===== src/rtl/adders_tree_sequencer.sv =====
// Four-operand adder tree (a+b, c+d, sum of both) evaluated over three cycles
// on a single shared adder, with valid/ready handshakes on both sides.
module adders_tree_sequencer #(
    parameter int unsigned A_W   = 4,
    parameter int unsigned C_W   = 8,
    parameter int unsigned CNT_W = 8
) (
    input  logic             clk,
    input  logic             rst_n,
    input  logic             in_valid,
    output logic             in_ready,
    input  logic [A_W-1:0]   a,
    input  logic [A_W-1:0]   b,
    input  logic [C_W-1:0]   c,
    input  logic [C_W-1:0]   d,
    output logic             out_valid,
    input  logic             out_ready,
    output logic [A_W:0]     sum1,
    output logic [C_W:0]     sum2,
    output logic [C_W+1:0]   sum3,
    output logic             busy,
    output logic [CNT_W-1:0] op_count
);

    localparam int unsigned S_W = C_W + 2;

    typedef enum logic [2:0] {
        StIdle,
        StAdd1,
        StAdd2,
        StAdd3,
        StDone
    } state_e;

    state_e         state_q, state_d;
    logic [A_W-1:0] a_q, b_q;
    logic [C_W-1:0] c_q, d_q;
    logic [S_W-1:0] add_x, add_y, add_res;
    logic           accept, consume;

    // Gated by rst_n so the block never advertises readiness while held in reset.
    assign in_ready  = rst_n && (state_q == StIdle);
    assign busy      = (state_q != StIdle);
    assign out_valid = (state_q == StDone);
    assign accept    = in_valid && in_ready;
    assign consume   = out_valid && out_ready;
    assign add_res   = add_x + add_y;

    always_comb begin
        state_d = state_q;
        add_x   = '0;
        add_y   = '0;
        unique case (state_q)
            StIdle: if (accept) state_d = StAdd1;
            StAdd1: begin
                add_x   = S_W'(a_q);
                add_y   = S_W'(b_q);
                state_d = StAdd2;
            end
            StAdd2: begin
                add_x   = S_W'(c_q);
                add_y   = S_W'(d_q);
                state_d = StAdd3;
            end
            StAdd3: begin
                add_x   = S_W'(sum1);
                add_y   = S_W'(sum2);
                state_d = StDone;
            end
            StDone: if (out_ready) state_d = StIdle;
            default: state_d = StIdle;
        endcase
    end

    always_ff @(posedge clk or negedge rst_n) begin
        if (!rst_n) begin
            state_q  <= StIdle;
            a_q      <= '0;
            b_q      <= '0;
            c_q      <= '0;
            d_q      <= '0;
            sum1     <= '0;
            sum2     <= '0;
            sum3     <= '0;
            op_count <= '0;
        end else begin
            state_q <= state_d;
            if (accept) begin
                a_q <= a;
                b_q <= b;
                c_q <= c;
                d_q <= d;
            end
            if (state_q == StAdd1) sum1 <= add_res[A_W:0];
            if (state_q == StAdd2) sum2 <= add_res[C_W:0];
            if (state_q == StAdd3) sum3 <= add_res;
            if (consume) op_count <= op_count + 1'b1;
        end
    end

endmodule


===== config.mk =====
export PLATFORM = sky130hd
export DESIGN_NAME = adders_tree_sequencer
export DESIGN_NICKNAME = d
export VERILOG_FILES = /design/src/rtl/adders_tree_sequencer.sv
export SDC_FILE = /design/constraint.sdc
export NUM_CORES = 1
export LEC_CHECK = 0
export ABC_AREA = 1
export BUFFER_PORTS_ARGS = -buffer_cell sky130_fd_sc_hd__clkbuf_2
export CORE_MARGIN = 2
export CORE_UTILIZATION = 30
export CTS_CLUSTER_DIAMETER = 80
export DETAILED_ROUTE_END_ITERATION = 6
export MAX_ROUTING_LAYER = met4
export PLACE_DENSITY_LB_ADDON = 0.25
export SETUP_SLACK_MARGIN = 0.3
export SYNTH_ARGS = -nofsm -noshare
export SYNTH_HDL_FRONTEND = slang
export SYNTH_SLANG_ARGS = --single-unit

===== constraint.sdc =====
create_clock -name clk -period 2.4 [get_ports clk]
set_input_delay 0.48 -clock clk [delete_from_list [all_inputs] [get_ports clk]]
set_output_delay 0.48 -clock clk [all_outputs]
set_load 0.005 [all_outputs]

Word-level counts from Yosys, hierarchy flattened:

Index checks and enable logic that the tools add are counted.

* bits in registers: 59
* word-level logic and storage cells: 28
* output and inout port bits: 35

* equal/unequal tests: 6
* mux-type cells: 5
* add/subtract/negate cells: 2
* reductions and logical operators: 6

Operators with widths (number)
* $pmux W9 S3: 1
* $pmux W8 S3: 1
* $pmux W3 S5: 1
* $add A10 B10 Y10: 1
* $add A8 B1 Y8 const B: 1
* $eq A3 B2 Y1 const B: 2
* $mux W3: 2
* $eq A3 B1 Y1 const B: 1
* $eq A3 B3 Y1 const B: 1
* $logic_and A1 B1 Y1: 3
* $logic_not A3 Y1: 1
* $reduce_bool A3 Y1: 1
* $ne A2 B1 Y1 const B: 1
* $ne A2 B2 Y1 const B: 1
* $reduce_and A2 Y1: 1

Depth between registers and ports, before layout:

* depth in word-level cells: 5
* depth in mapped cells: 17

Worst setup path before layout:

OpenSTA, ideal clock, no wires.

* path type: reg-to-reg
* start: register state_q[2]
* end: register sum3[4]
* setup time: 0.066 ns
* arrival time: 2.209 ns
* path buffers: 1
* data required time: 2.334 ns
* stages on the path, launching flop included: 17
* path slack: 0.125 ns
* cells stage by stage: dfrtp_1 > inv_1 > nand3_1 > inv_1 > buf_2 > nand2_1 > nand3_1 > ha_1 > inv_1 > fa_1 > inv_1 > nand2_1 > nand2_1 > nand2_1 > xnor2_1 > nand2_1 > nand2_1

* longest elaborated chain between the ends: 3
* elaborated cells between the ends (all ways): 6

Ends and longest elaborated chain
* start, declared: RTL line 35 `state_e state_q, state_d;`
* start signal, assigned: RTL line 77 `state_q <= StIdle;`
* start signal, assigned: RTL line 87 `state_q <= state_d;`
* $eq A3 B2 Y1, or another cell as far along: RTL line 53, 96
* $pmux W8 S3 / $pmux W9 S3 (equally long branches): RTL line 53 `unique case (state_q)`
* $add A10 B10 Y10: RTL line 47 `assign add_res = add_x + add_y;`
* end signal, assigned: RTL line 96 `if (state_q == StAdd3) sum3 <= add_res;`
* end, declared: RTL line 20 `output logic [C_W+1:0] sum3,`

Parallel ways exist; a longest one is shown, timed or not.
A chain may end at the register's enable or synchronous reset.

Final worst setup path:

* start: register state_q[0]
* end: register sum2[6]

* longest elaborated chain between the ends: 3
* elaborated cells between the ends (all ways): 6

Ends and longest elaborated chain
* $eq A3 B2 Y1, or another cell as far along: RTL line 53
* $pmux W8 S3 / $pmux W9 S3 (equally long branches): RTL line 53
* $add A10 B10 Y10: RTL line 47
* end signal, assigned: RTL line 95 `if (state_q == StAdd2) sum2 <= add_res[C_W:0];`
* end, declared: RTL line 19 `output logic [C_W:0] sum2,`

Parallel ways exist; a longest one is shown, timed or not.

==> flow_metrics.tcl <==
set metrics [dict create \
    status "completed" \
    power_leakage_nw 2.271 \
    grt_pass1_wl_mm 13.16 \
    port_buffers 62 \
    cts_buffer_depth 2 \
    viasPerCell 4.468 \
    fp.dieArea_sq_um 10730 \
    cp.arrival_ps 2400 \
    fin_area_sq_um 4272 \
    dp_cells 564 \
    yosysUniqueCellTypes 26 \
    total_power_mw 5.434 \
    cp.required_ps 2630 \
    fin_setup_tns_ps 0 \
    rsz0062_at_grt "yes" \
    gp_congestion 0.8516 \
    instances_no_fill 607 \
    die_x_microns 103.6 \
    rows 36 \
    synth_fa_ha_area_share_pct 4.458 \
    die_h_microns 103.6 \
    synth_area_sq_um 2975 \
    placed_area_sq_um 3493 \
    seq_area_frac_synth_pct 49.62 \
    start_util_pct 30.72 \
    wl_per_cell_microns 13.25 \
    clock_sinks 59 \
    drcViolationCount 0 \
    cts_root_buffer "clkbuf_8" \
    synth_edf_count 0 \
    h-tree-depth 3 \
    core-area_sq_um 9684 \
    n_antenna_cell 0 \
    vias 2712 \
    synth_top_family_by_area "simple AND/OR/NAND/NOR gates" \
    cts_tree "yes" \
    syn_inst 372 \
    irDropWorstVdd_mv 0.4186 \
    synth_compound_area_share_pct 6.602 \
    ys.flop_type "dfrtp_1" \
    synthXorXnorAreaFrac_pct 2.649 \
    overflow 0 \
    fin_crit_ps 2169 \
    drive_above_1_share_pct 38.40 \
    grt_max_degree 60 \
    timing.final.crit_share_pct 90.38 \
    clkTransAtPathRegs_ps 70 \
    powerDensity_nw_per_um2 1272 \
    crit_path_start_kind "flop" \
    relSlewSlack_pct 49.60 \
    crit_fanout 4 \
    nets 507 \
    drtAntennaViolNets 0 \
    antenna_found_initial 0 \
    finalSetupViolations 0 \
    grt_pass1_vias 2719 \
    clkLatencyLatePin_ps 340 \
    firstDrtPassIters 4 \
    synthesis.nets 410 \
    wl_mm 8.043 \
    grt_use_total_pct 16.07 \
    final_core_util_pct 44.11 \
    hp-class "input pin to asynchronous set/reset pin" \
    cts_buffers 9 \
    syn_to_final_growth_pct 43.57 \
    cap_violations 0 \
    synth-simple-area-share_pct 29.90 \
    ys_seq_elements 59 \
    io_pins 63 \
    cp-end-kind "flop" \
    hold_violations 0 \
    ys_warn_count 0 \
    tightestPinTransition_ps 756.0 \
    dp_hpwl_mm 5.555 \
    path_class "flop to flop" \
    syn_avg_cell_area_sq_um 7.998 \
    synthMuxAreaShare_pct 0 \
    fmax_mhz 461.0 \
    slew_viol_final 0 \
    synthArstFlopShare_pct 100.0 \
    finClkSkew_ps 7.345 \
    hold_buffers 0 \
    first_iter_violations 80 \
]
[logic make-up after synthesis]
family                     after synthesis
AOI/OAI and AO/OA                       33
xor gates and xnor gates                 9
adders and majority gates               10
buffers and inverters                   49
DFF                                     59
and+or+nand+nor                        212
[final timing paths]
check / startpoint / endpoint / slack [ps] / cells after the start
setup / recovery: state_q[0]$_DFFE_PN0P_ / sum2[6]$_DFFE_PN0N_ / 230 / 12
hold / removal: rst_n / op_count[2]$_DFFE_PN0P_ / 280 / 2
setup reg to reg: state_q[0]$_DFFE_PN0P_ / sum2[6]$_DFFE_PN0N_ / 230 / 12
hold reg to reg: c_q[2]$_DFFE_PN0P_ / c_q[2]$_DFFE_PN0P_ / 470 / 2
max in group asynchronous: rst_n / state_q[1]$_DFFE_PN0P_ / 1530 / 2
min in group clk: c[2] / c_q[2]$_DFFE_PN0P_ / 360 / 3
[what timing repair did]
item,in CTS,in global routing
pin swaps,12,21
setup endpoints to repair,19,19
gates resized for setup,31,51
buffers inserted,16,9
gates cloned,2,0
[power by group]
group          switching, mW  internal [mW]  leakage [nW]
sequential             0.287           1.37         0.752
clock                  0.416          0.537        0.0978
combinational           1.53           1.29          1.42
total                   2.23           3.20          2.27
[routing by layer]
| layer | vias up | part of all wire (%) | GRT usage, % |
|---|---|---|---|
| li1 | 1383 | - | - |
| met3 | 13 | 3.8 | 3.524 |
| met4 | 0 | 1.6 | 7.143 |
| met1 | 1258 | 46 | 19.94 |
| met2 | 58 | 48 | 25.31 |
| met5 | - | 0 | - |
[synthesized netlist by cell type (all sizes together), types with 5 or more instances]
| cell | instances | share of area [%] |
|---|---|---|
| inv | 36 | 4.5 |
| nor2 | 19 | 2.6 |
| buf | 10 | 1.9 |
| nand3 | 43 | 7.6 |
| dfrtp | 59 | 50 |
| ha | 9 | 3.8 |
| nand2 | 140 | 18 |
| o21ai | 12 | 2.0 |
| a22o | 5 | 1.5 |
| a21oi | 11 | 1.9 |
| xor2 | 5 | 1.5 |
[final cells by class]
class                           count  area [sq um]
Tap cell                          133         166.4
Inverter                           36         150.1
Clock inverter                      5         61.31
Clock buffer                       11         151.4
Sequential cell                    59          1480
Timing Repair Buffer               97         616.8
Multi-Input combinational cell    264          1630
Timing Repair inverter              2         15.01
Fill cell                         955          5413
[layout by cell type (no fill, tap or decap), types with 5 or more instances in the layout]
cell and instances:
xor2_1 5, nand3_4 5, inv_2 5, o21ai_0 9
nor2_1 14, nand3_2 9, nand2_1 119, a21oi_1 7
clkbuf_2 61, ha_4 6, buf_4 29, dfrtp_1 56
clkbuf_8 11, clkinvlp_4 5, nand2_2 17, nand3_1 29
inv_1 27
[metrics by stage]
step / setup slack [ps] / hold slack, ps
after detailed placement: 85.30 / 462.6
after CTS: 242.0 / 326.8
after global placement: 93.38 / 466.3
after floorplan: 295.7 / 184.4
final: 230.8 / 279.2
after global routing: 122.9 / 355.8
[registers in the layout, summed over array words and instances (netlist names)]
signal	count
d_q	8
state_q	3
sum1	5
a_q	4
c_q	8
sum2	9
op_count	8
b_q	4
sum3	10
[worst max-delay path, stage by stage, from the launching register on]
cell and delay [ps]:
dfrtp_2 460, buf_6 140, nand3_4 120, inv_4 70, buf_12 130, nand2_2 50, o211ai_1 80, ha_1 360
or2_4 310, nand3b_1 110, nand3_1 100, nand3_1 90, nand2_1 50
No activity file was read; power rests on OpenSTA's default activity.
